### src/rtl/count_slot_scheduler.sv
// Round-robin owner of a single tick counter shared by two requesters.
// A granted requester gets len ticks (0 means 2**WIDTH), then a one-cycle done pulse.
module count_slot_scheduler #(
    parameter int WIDTH = 4
) (
    input  logic             clock,
    input  logic             reset_,
    input  logic             req0,
    input  logic [WIDTH-1:0] len0,
    input  logic             req1,
    input  logic [WIDTH-1:0] len1,
    input  logic             tick,
    output logic             gnt0,
    output logic             gnt1,
    output logic             done0,
    output logic             done1,
    output logic             busy,
    output logic [WIDTH-1:0] cnt
);

    typedef enum logic [1:0] {
        IDLE = 2'd0,
        RUN  = 2'd1,
        DONE = 2'd2
    } state_t;

    state_t           state, state_nx;
    logic             owner, owner_nx;   // which requester holds the slot
    logic             ptr, ptr_nx;       // last served requester
    logic             gnt, gnt_nx;
    logic             done, done_nx;
    logic [WIDTH-1:0] target, target_nx;
    logic [WIDTH-1:0] cnt_nx;

    logic own_req;
    logic pick1;
    logic terminal;

    // Terminal compare is modulo 2**WIDTH, so target=0 runs a full wrap.
    always_comb begin
        own_req  = owner ? req1 : req0;
        pick1    = req1 && (!req0 || !ptr);
        terminal = (cnt == (target - WIDTH'(1)));
    end

    always_ff @(posedge clock or negedge reset_) begin
        if (!reset_) begin
            state  <= IDLE;
            owner  <= 1'b0;
            ptr    <= 1'b1;
            gnt    <= 1'b0;
            done   <= 1'b0;
            target <= '0;
            cnt    <= '0;
        end else begin
            state  <= state_nx;
            owner  <= owner_nx;
            ptr    <= ptr_nx;
            gnt    <= gnt_nx;
            done   <= done_nx;
            target <= target_nx;
            cnt    <= cnt_nx;
        end
    end

    always_comb begin
        state_nx  = state;
        owner_nx  = owner;
        ptr_nx    = ptr;
        gnt_nx    = gnt;
        done_nx   = 1'b0;
        target_nx = target;
        cnt_nx    = cnt;
        unique case (state)
            IDLE: begin
                gnt_nx = 1'b0;
                if (req0 || req1) begin
                    owner_nx  = pick1;
                    gnt_nx    = 1'b1;
                    target_nx = pick1 ? len1 : len0;
                    cnt_nx    = '0;
                    state_nx  = RUN;
                end
            end
            RUN: begin
                // Abort wins over a terminal tick in the same cycle.
                if (!own_req) begin
                    state_nx = IDLE;
                    gnt_nx   = 1'b0;
                    ptr_nx   = owner;
                    cnt_nx   = '0;
                end else if (tick) begin
                    cnt_nx = cnt + WIDTH'(1);
                    if (terminal) begin
                        state_nx = DONE;
                        done_nx  = 1'b1;
                    end
                end
            end
            DONE: begin
                state_nx = IDLE;
                gnt_nx   = 1'b0;
                ptr_nx   = owner;
                cnt_nx   = '0;
            end
            default: begin
                state_nx = IDLE;
                gnt_nx   = 1'b0;
                cnt_nx   = '0;
            end
        endcase
    end

    assign gnt0  = gnt & ~owner;
    assign gnt1  = gnt & owner;
    assign done0 = done & ~owner;
    assign done1 = done & owner;
    assign busy  = (state != IDLE);

endmodule
### config.mk
export PLATFORM = sky130hd
export DESIGN_NAME = count_slot_scheduler
export DESIGN_NICKNAME = d
export VERILOG_FILES = /design/src/rtl/count_slot_scheduler.sv
export SDC_FILE = /design/constraint.sdc
export NUM_CORES = 1
export LEC_CHECK = 0
export BUFFER_PORTS_ARGS = -buffer_cell sky130_fd_sc_hd__buf_2
export CORE_ASPECT_RATIO = 1.1
export CORE_MARGIN = 2
export CORE_UTILIZATION = 54
export DETAILED_ROUTE_END_ITERATION = 10
export MAX_ROUTING_LAYER = met4
export PLACE_DENSITY = 0.8
export SLEW_MARGIN = 15
export SYNTH_ARGS = -nofsm -noshare
export SYNTH_HDL_FRONTEND = slang
export SYNTH_SLANG_ARGS = --single-unit
### constraint.sdc
create_clock -name clock -period 4.92 [get_ports clock]
set_input_delay 0.492 -clock clock [delete_from_list [all_inputs] [get_ports clock]]
set_output_delay 0.492 -clock clock [all_outputs]
set_load 0.02 [all_outputs]
### Word-level counts from Yosys, hierarchy flattened

Cells that the tools add are included.

* add/sub/neg operators: 2
* equal/unequal tests: 7
* mux-type cells: 20
* bitwise gates (word level): 5
* reductions and logical operators: 12

Operators with widths (number)
* $mux 4: 4
* $mux 1: 8
* $mux 2: 4
* $pmux 4 s2: 1
* $ne 3x3->1 const B: 2
* $reduce_and 2->1: 3
* $add 4x1->4 const B: 1
* $and 1x1->1: 4
* $eq 4x4->1: 1
* $ne 2x2->1 const B: 2
* $pmux 1 s2: 2
* $pmux 2 s2: 1
* $reduce_bool 2->1: 2
* $sub 4x1->4 const B: 1
* $reduce_and 3->1: 1
* $eq 2x1->1 const B: 1
* $eq 2x2->1 const B: 1
* $logic_not 1->1: 2
* $logic_not 2->1: 1
* $logic_or 1x1->1: 2
* $logic_and 1x1->1: 1
* $not 1->1: 1

* flip-flop bits (word level): 14
* input port bits: 13
* output and inout bits: 9
* logic and storage cells: 53

### Logic depth before layout (Yosys ltp)

Gate-level depths: netlist of the first run.

* depth after elaboration: 6
* mapped depth: 6
* mapped depth without buffers: 6

### Worst setup path before layout of the first run

Ideal clock, no wire load.

* path kind: reg2reg
* start: reg target[0]
* end: reg state[0]
* setup time: 124 ps
* arrival: 1640 ps
* required time: 4796 ps
* setup slack: 3156 ps
* cell stages (with the launch flop): 6
* buffers on the path: 0
* clock period less this slack: 1764 ps
* cells stage by stage: dfrtp_1 inv_1 ha_1 xnor2_1 or4_4 o31a_1

* cells in the longest elaborated chain, start to end: 4

Ends and longest elaborated chain
* start: declaration: line 32 `logic [WIDTH-1:0] target, target_nx;`
* start signal: assignment: line 61 `target <= target_nx;`
* $sub 4x1->4: line 43 `terminal = (cnt == (target - WIDTH'(1)));`
* $eq 4x4->1: line 43
* $ne 3x3->1 (no line)
* $reduce_and 3->1 (no line)
* end signal: assignment: line 56 `state <= state_nx;`
* end: declaration: line 27 `state_t state, state_nx;`

No other way between the ends.
A chain may end at the register's enable or synchronous reset.

### Final worst setup path of the first run

Same ends and word-level chain as after synthesis.

==> results.toml, run 1 <==
[timing]
finalSetupTns_ns = 0
fin_ws_ns = 3.072
clock.fmax_mhz = 541.1
worst_slew_pin_slew_ns = 0.6735
setup_viol = 0
skew_ns = 0.002598
max_slew_margin_pct = 54.61
final.period_utilization_pct = 37.56
slew_violations = 0
holdWs_ns = 0.09877
grt_setup_unrepaired = "no"
final_hold_viol_count = 0
finalCriticalPeriod_ns = 1.848

[grt]
grt_overflow = 0
grt_pass1_vias = 673
antenna_found_initial = 0
grt_first_pass_wirelength_um = 2808
grt_max_degree = 15
track_usage_pct = 20.23

[floorplanning]
start_util_pct = 59.17
die_area_mm2 = 0.001887
die_w_um = 41.60
rows = 14
ios = 22
die_y_um = 45.36
core_mm2 = 0.001419

[placed_design]
post-place-ws_ns = 3.088
dpl.cell_count = 121
port_buffers = 21
dp_hpwl_um = 1176
gp_congestion = 0.7587
place_area_um2 = 932.1

[route]
drt_iter0_markers = 4
post_drt_wl_per_cell_um = 12.34
drc_errors = 0
wl_um = 1543
antenna_left = 0
vias = 690
via_per_inst = 5.520
firstDrtPassIters = 4

[pwr]
leakagePower_nw = 0.4552
p_per_area_mw_per_mm2 = 505.1
p_total_mw = 0.4841
irDropWorstVdd_v = 0.0003279

[status]
status = "finished clean"

[critical_path]
crit_path_start_kind = "register"
rr_startpoint = "target[0]"
end_kind = "register"
cp.arrival_ns = 2.01
r2r-end = "state[0]"
crit_type = "register to register"
critPathMaxFanout = 4
cp.required_ns = 5.08
ff2ff_setup_slack_ns = 3.07
reg2reg_depth = 5

[logic_synthesis]
ys_seq_elements = 14
yosysUniqueCellTypes = 30
yosys.area.top_type = "dfrtp_1"
yosysTopAreaCellShare_pct = 38.75
synth-seq-area-share_pct = 41.88
netlist_instances = 91
syn_nets = 106
synth_area_leaders = "dfrtp_1, xnor2_1, mux2i_1, a21oi_1, nor2_1"
synth_area_um2 = 839.6
syn_area_per_cell_um2 = 9.226
yosysWarnings = 0

[clock_network]
ctsResizeCount = 0
cts_inserted_buffers = 3
cts_tree = "done"
cts_hold_buf = 0
insertion_delay_ns = 0.27
htreeDepth = 1
clock_sinks = 14
root_buffer = "clkbuf_4"
cts_setup_buffers = 0
clkTransAtPathRegs_ns = 0.08
clockBufferDepth = 2

[finish]
nets = 125
antenna_cells = 0
drive_gt1_share_pct = 28.44
final_cell_mix = "buf_2, dfrtp_1, nor2_1"
area_growth_pct = 14.16
instances_no_fill = 125
final_area_um2 = 958.4
num-fill-cells = 124
layout.area.seq_um2 = 351.6
utilization_pct = 67.55
final_common_cell = "buf_2"
multi_input_area_um2 = 425.4

[job]
maxCapViolations = 0

[worst_hold_path]
hold_path_class = "primary input to async pin"
==> worst max-delay path, stage by stage, from the launching register on <==
cell and delay [ns]:
dfrtp_1 0.42, inv_1 0.06, ha_1 0.31, xnor2_1 0.13
or4_4 0.53, o31a_1 0.28
==> power breakdown <==
group,total [mW],switching (mW),internal (mW)
combinational,0.214,0.114,0.101
sequential,0.204,0.0484,0.156
clock,0.0657,0.0343,0.0314
==> routing by layer <==
layer / up-vias / GRT usage, % / part of all wire, %
li1: 346 / - / -
met5: - / - / 0
met4: 0 / 7.097 / 0.78
met2: 19 / 36.88 / 55
met1: 323 / 22.45 / 40
met3: 2 / 3.600 / 4.1
==> cell families after synthesis <==
| family | share of synthesized area [%] |
|---|---|
| buffers and inverters | 7.450 |
| AND/OR/NAND/NOR | 16.54 |
| AO/OA/AOI/OAI | 14.46 |
| flip-flops | 41.88 |
| XOR/XNOR | 9.389 |
| adder cells (fa/ha/maj) | 2.980 |
| multiplexers | 7.303 |
==> cells in the mapped netlist (all sizes together) <==
| cell type | instances |
|---|---|
| xnor2 | 8 |
| dfstp | 1 |
| mux2 | 1 |
| xor2 | 1 |
| or2 | 1 |
| ha | 2 |
| o211ai | 2 |
| clkbuf | 5 |
| mux2i | 5 |
| nor2 | 10 |
| dfrtp | 13 |
| o41ai | 1 |
| or4 | 1 |
| a311oi | 1 |
| o21a | 1 |
| inv | 8 |
| nand2b | 1 |
| nand2 | 2 |
| o31a | 1 |
| o21ai | 5 |
| a21oi | 8 |
| nand3 | 1 |
| buf | 2 |
| and2 | 2 |
| nor2b | 2 |
| nor3 | 5 |
| or4b | 1 |
==> final cells by class <==
type / count / area share (%)
timing repair buffer: 21 / 10.97
multi-input combinational: 62 / 44.39
tap: 16 / 2.089
sequential: 14 / 36.68
inverter: 8 / 3.133
clock buffer: 4 / 2.742
==> registers in the layout, summed over array words and instances, names as in the netlist <==
signal	cells
ptr	1
done	1
target	4
state	2
gnt	1
owner	1
cnt	4
==> worst max path at each step <==
stage / slack (ns) / startpoint / to
floorplan: 3.16 / target[0] / state[0]
global placement: 3.14 / target[0] / state[0]
detailed placement: 3.09 / target[0] / state[0]
CTS: 3.07 / target[0] / state[0]
global route: 2.99 / target[0] / state[0]
finish: 3.07 / target[0] / state[0]
(Power assumes the default switching activity.)
==> inputs of run 2 (changes only) <==
--- a/config.mk
+++ b/config.mk
@@ -5,13 +5,14 @@
 export SDC_FILE = /design/constraint.sdc
 export NUM_CORES = 1
 export LEC_CHECK = 0
+export ABC_AREA = 1
 export BUFFER_PORTS_ARGS = -buffer_cell sky130_fd_sc_hd__buf_2
 export CORE_ASPECT_RATIO = 1.1
 export CORE_MARGIN = 2
-export CORE_UTILIZATION = 54
+export CORE_UTILIZATION = 51
 export DETAILED_ROUTE_END_ITERATION = 10
 export MAX_ROUTING_LAYER = met4
-export PLACE_DENSITY = 0.8
+export PLACE_DENSITY = 0.76
 export SLEW_MARGIN = 15
 export SYNTH_ARGS = -nofsm -noshare
 export SYNTH_HDL_FRONTEND = slang
==> constraint.sdc (replaced) <==
create_clock -name clock -period 1.8 [get_ports clock]
set_input_delay 0.18 -clock clock [delete_from_list [all_inputs] [get_ports clock]]
set_output_delay 0.18 -clock clock [all_outputs]
set_load 0.02 [all_outputs]
==> run 2 against run 1 <==
Net effect: global-route usage rose by 0.65 points; non-clock buffer count rose by 1; area after synthesis rose by 3.3%; highest routed layer unchanged; routed wire length rose by 11%; fmax rose by 25%; clock skew fell by 0.0012 ns; setup slack got worse by 2.7 ns; first-iteration DRC count rose to 4.0 times the previous value; largest cell class unchanged; via count rose by 12%; power rose to 3.3 times the previous value; die area rose by 8.5%; sequential power rose to 2.6 times the previous value.
==> results.toml, run 2 <==
[grt]
grt_overflow = 0
antenna_found_initial = 0
track_usage_pct = 20.88
grt_max_degree = 15
grt_pass1_vias = 738
grt_first_pass_wirelength_um = 2987

[route]
drc_errors = 0
firstDrtPassIters = 5
antenna_left = 0
wl_um = 1716
via_per_inst = 4.924
drt_iter0_markers = 16
post_drt_wl_per_cell_um = 10.93
vias = 773

[clock_network]
clkTransAtPathRegs_ns = 0.09
clock_sinks = 14
clockBufferDepth = 2
ctsResizeCount = 0
htreeDepth = 1
root_buffer = "clkbuf_4"
cts_inserted_buffers = 3
cts_tree = "done"
insertion_delay_ns = 0.29

[worst_hold_path]
hold_path_class = "primary input to register"
worstHoldStart = "tick"
worstHoldPathCells = 3
hold_path_end = "done"

[critical_path]
reg2reg_depth = 8
cp.required_ns = 1.99
crit_path_start_kind = "register"
cp.arrival_ns = 1.66
ff2ff_setup_slack_ns = 0.32
end_kind = "register"
r2r-end = "state[0]"
crit_type = "register to register"
rr_startpoint = "target[0]"
critPathMaxFanout = 4

[job]
maxCapViolations = 0

[timing]
setup_viol = 0
slew_violations = 0
finalCriticalPeriod_ns = 1.475
final_hold_viol_count = 0
finalSetupTns_ns = 0
clock.fmax_mhz = 677.8
final.period_utilization_pct = 81.97
grt_setup_unrepaired = "no"
max_slew_margin_pct = 78.39
fin_ws_ns = 0.3246
skew_ns = 0.001444
worst_slew_pin_slew_ns = 0.3242

[floorplanning]
die_y_um = 47.25
rows = 15
start_util_pct = 55.00
die_area_mm2 = 0.002046
ios = 22
core_mm2 = 0.001577
die_w_um = 43.32

[finish]
utilization_pct = 65.95
drive_gt1_share_pct = 32.86
instances_no_fill = 157
final_common_cell = "buf_2"
top_regs = "cnt: 4 flops, target: 4 flops, state: 2 flops"
antenna_cells = 0
final_cell_mix = "buf_2, nand2_1, inv_1, nor2_1, dfrtp_1"
area_growth_pct = 19.91
final_area_mm2 = 0.001040
num-fill-cells = 152
nets = 156

[logic_synthesis]
synth_ff_type = "dfrtp_1"
synth_common_cells = "nand2_1, inv_1, dfrtp_1, nor2_1, nand3_1"
yosys.area.top_type = "dfrtp_1"
yosys.area_share.adder_pct = 2.886
ys_seq_elements = 14
netlist_instances = 114
yosysTopAreaCellShare_pct = 37.52
synthMuxAreaShare_pct = 0
synth_edf_count = 0
synth_area_um2 = 867.1
yosysWarnings = 0
synth_most_common_cell = "nand2_1"
syn_nets = 129
synth_top_family_by_area = "simple AND/OR/NAND/NOR gates"
async_flop_share_pct = 100.0
synth_compound_area_share_pct = 14.57
synth-seq-area-share_pct = 40.55
yosysUniqueCellTypes = 21
synthXorXnorAreaFrac_pct = 2.020
synth_area_leaders = "dfrtp_1, nand2_1, inv_1, nor2_1, nand3_1"
synthSimpleGateAreaFrac_pct = 30.01
syn_area_per_cell_um2 = 7.606

[placed_design]
dp_hpwl_um = 1332
port_buffers = 21
dpl.cell_count = 152
post-place-ws_ns = 0.3940
place_area_um2 = 993.5
gp_congestion = 0.8569

[pwr]
p_per_area_mw_per_mm2 = 1536
p_int_mw = 0.8523
comb_power_share_pct = 51.5
power.share.clock_pct = 14.7
p_seq_share_pct = 33.8
leakagePower_nw = 0.5715
p_sw_mw = 0.7450
swShare_pct = 46.64
irDropWorstVdd_v = 0.0007417

[status]
status = "finished clean"
run 2: cell count changes after synthesis, moves of 4 or more:
cell and delta:
xnor2_1 -8, inv_2 +6, o22ai_1 +4, a21oi_1 -6, nand3_1 +7, mux2i_1 -5
clkbuf_1 -4, nand2_1 +18, inv_1 +9, o21ai_1 +7
run 2: repair_timing:
action                                  in CTS  in global routing
endpoints found under the hold margin       13                  0
buffers inserted                             0                  0
hold buffers                                 1                  0
endpoints found under the setup margin       0                  0
run 2: worst max-delay path by stage:
stage / from / to / slack (ns) / cells past startpoint
global route: target[0] / state[0] / 0.21 / 8
detailed placement: target[0] / state[0] / 0.39 / 8
global placement: target[0] / state[0] / 0.46 / 8
finish: target[0] / state[0] / 0.32 / 8
floorplan: target[0] / state[0] / 0.48 / 8
CTS: target[0] / state[0] / 0.36 / 8
run 2: cell families after synthesis:
logic type,after synthesis
buffers and inverters,23
adders and majority gates,2
DFF,14
AOI/OAI and AO/OA,20
and+or+nand+nor,53
xor gates and xnor gates,2
run 2: worst max-delay path, cell delays in order, from the launching register on:
cell,delay (ns)
dfrtp_1,0.38
inv_2,0.06
ha_1,0.30
xor2_1,0.17
nand2_1,0.09
nor2_2,0.15
nand3_2,0.10
nand3_1,0.08
nand2_1,0.05
run 2: layer usage:
layer / up-vias / GRT usage (%) / wire [um]
li1: 414 / - / -
met1: 332 / 23.40 / 722
met2: 22 / 37.01 / 865
met3: 5 / 2.308 / 91
met4: 0 / 10.91 / 36
met5: - / - / 0
run 2: metrics by stage:
stage	total power [mW]	hold slack, ns
2_1_floorplan	1.171	-0.1156
3_3_place_gp	1.338	0.08645
3_5_place_dp	1.363	0.09191
4_1_cts	1.603	0.1256
5_1_grt	1.742	0.1320
6_report	1.597	0.1247
run 2: power by group through the flow:
stage               clock, mW  sequential (mW)  combinational (mW)
finish                  0.235            0.540               0.823
detailed placement          0            0.547               0.816
floorplan                   0            0.537               0.634
global route            0.247            0.558               0.937
global placement            0            0.540               0.798
CTS                     0.234            0.540               0.829
run 2: area by class of cell:
class	instances	area [um2]	area share [%]
repair buffers	22	115.1	11.07
multi-input cells	77	429.2	41.28
clock buffers	4	36.28	3.490
inverters	23	86.33	8.303
well taps	17	21.27	2.046
flip-flops and latches	14	351.6	33.81
==> inputs of run 3 (changes only) <==
==> constraint.sdc (replaced) <==
create_clock -name clock -period 1.5 [get_ports clock]
set_input_delay 0.15 -clock clock [delete_from_list [all_inputs] [get_ports clock]]
set_output_delay 0.15 -clock clock [all_outputs]
set_load 0.02 [all_outputs]
==> run 3 against run 2 <==
Net effect: critical path depth is the same; via count grew 1.9%; non-clock buffer count is the same; largest power group unchanged; first-iteration DRC count shrank 19%; highest routed layer unchanged; clock skew grew 0.010 ns.
==> results.toml, run 3 (same netlist as run 2, synthesis figures left out) <==
[status]
status = "finished clean"

[route]
firstDrtPassIters = 4
vias = 788
post_drt_wl_per_cell_um = 11.61
antenna_left = 0
drc_errors = 0
drt_iter0_markers = 13
wl_um = 1823
via_per_inst = 5.019

[floorplanning]
die_w_um = 43.32
start_util_pct = 55.00
rows = 15
die_area_mm2 = 0.002046
ios = 22
core_mm2 = 0.001577
die_y_um = 47.25

[grt]
grt_max_degree = 15
grt_pass1_vias = 788
antenna_found_initial = 0
grt_overflow = 0
grt_first_pass_wirelength_um = 3194
track_usage_pct = 21.96

[finish]
num-fill-cells = 160
instances_no_fill = 157
area_growth_pct = 18.76
nets = 156
final_cell_mix = "buf_2, nand2_1, inv_1, nor2_1, dfrtp_1"
drive_gt1_share_pct = 32.86
top_regs = "cnt: 4 flops, target: 4 flops, state: 2 flops"
antenna_cells = 0
utilization_pct = 65.32
final_common_cell = "buf_2"
final_area_mm2 = 0.001030

[clock_network]
cts_inserted_buffers = 3
cts_setup_buffers = 0
insertion_delay_ns = 0.28
clock_sinks = 14
clkTransAtPathRegs_ns = 0.10
cts_tree = "done"
root_buffer = "clkbuf_4"
clockBufferDepth = 2
htreeDepth = 1

[pwr]
swShare_pct = 47.93
p_per_area_mw_per_mm2 = 1821
power.share.clock_pct = 12.3
p_int_mw = 0.9766
p_total_mw = 1.875
p_sw_mw = 0.8987
comb_power_share_pct = 52.9
irDropWorstVdd_v = 0.0009440
p_seq_share_pct = 34.8
leakagePower_nw = 0.5652

[timing]
slew_violations = 0
clock.fmax_mhz = 713.3
fin_ws_ns = 0.09808
skew_ns = 0.01169
worst_slew_pin_slew_ns = 0.3283
final.period_utilization_pct = 93.46
holdWs_ns = 0.1044
grt_setup_unrepaired = "no"
setup_viol = 0
finalSetupTns_ns = 0
final_hold_viol_count = 0
finalCriticalPeriod_ns = 1.402
max_slew_margin_pct = 78.11

[worst_hold_path]
hold_path_class = "primary input to register"
worstHoldPathCells = 3
hold_path_end = "done"
worstHoldStart = "tick"

[placed_design]
dp_hpwl_um = 1426
dpl.cell_count = 152
post-place-ws_ns = 0.09247
gp_congestion = 0.8569
place_area_um2 = 993.5
port_buffers = 21

[critical_path]
rr_startpoint = "target[0]"
ff2ff_setup_slack_ns = 0.1
crit_type = "register to register"
r2r-end = "state[0]"
cp.arrival_ns = 1.58
critPathMaxFanout = 4
end_kind = "register"
reg2reg_depth = 8
crit_path_start_kind = "register"
cp.required_ns = 1.68

[job]
maxCapViolations = 0
-- run 3: cell count changes in the layout (fill, tap and decap cells not counted) --
cell | before | now
inv_2 | 6 | 7
inv_1 | 17 | 16
clkbuf_8 | 1 | 0
clkbuf_1 | 0 | 1
-- run 3: repair_timing --
action / in CTS / in global routing
gates resized for setup: 0 / 1
hold buffers: 1 / 0
hold endpoints to repair: 13 / 0
endpoints found under the setup margin: 0 / 1
-- run 3: layout make-up --
class                   count  area, um2  share of cell area, %
multi-input cells          77      429.2                  41.68
inverters                  23      86.33                  8.384
well taps                  17      21.27                  2.066
clock buffers               4      26.28                  2.552
repair buffers             22      115.1                  11.18
flip-flops and latches     14      351.6                  34.14
-- run 3: worst max-delay path by stage --
stage	startpoint	end	slack [ns]	cells past startpoint
4_1_cts	target[0]	state[0]	0.08	8
2_1_floorplan	target[0]	state[0]	0.18	8
3_3_place_gp	target[0]	state[0]	0.16	8
5_1_grt	target[0]	state[0]	0.007	11
6_report	target[0]	state[0]	0.1	8
3_5_place_dp	target[0]	state[0]	0.09	8
-- run 3: worst max-delay path, stage by stage, from the launching register on --
cell,delay [ns]
dfrtp_1,0.39
inv_2,0.06
ha_1,0.30
xor2_1,0.15
nand2_1,0.08
nor2_2,0.12
nand3_2,0.09
nand3_1,0.07
nand2_1,0.05
-- run 3: layer usage --
layer | up-vias | routed length, um | track usage, % | share of wire, %
li1 | 412 | - | - | -
met1 | 350 | 762 | 24.29 | 42
met2 | 24 | 950 | 40.30 | 52
met3 | 2 | 89 | 3.077 | 4.9
met4 | 0 | 21 | 8.485 | 1.2
met5 | - | 0 | - | 0
-- run 3: power groups by stage --
stage	logic (mW)	registers [mW]	clock network, mW
final	0.992	0.653	0.230
after global routing	1.13	0.671	0.251
after CTS	1.00	0.649	0.229
after detailed placement	0.991	0.656	0
after global placement	0.958	0.648	0
after floorplan	0.761	0.645	0
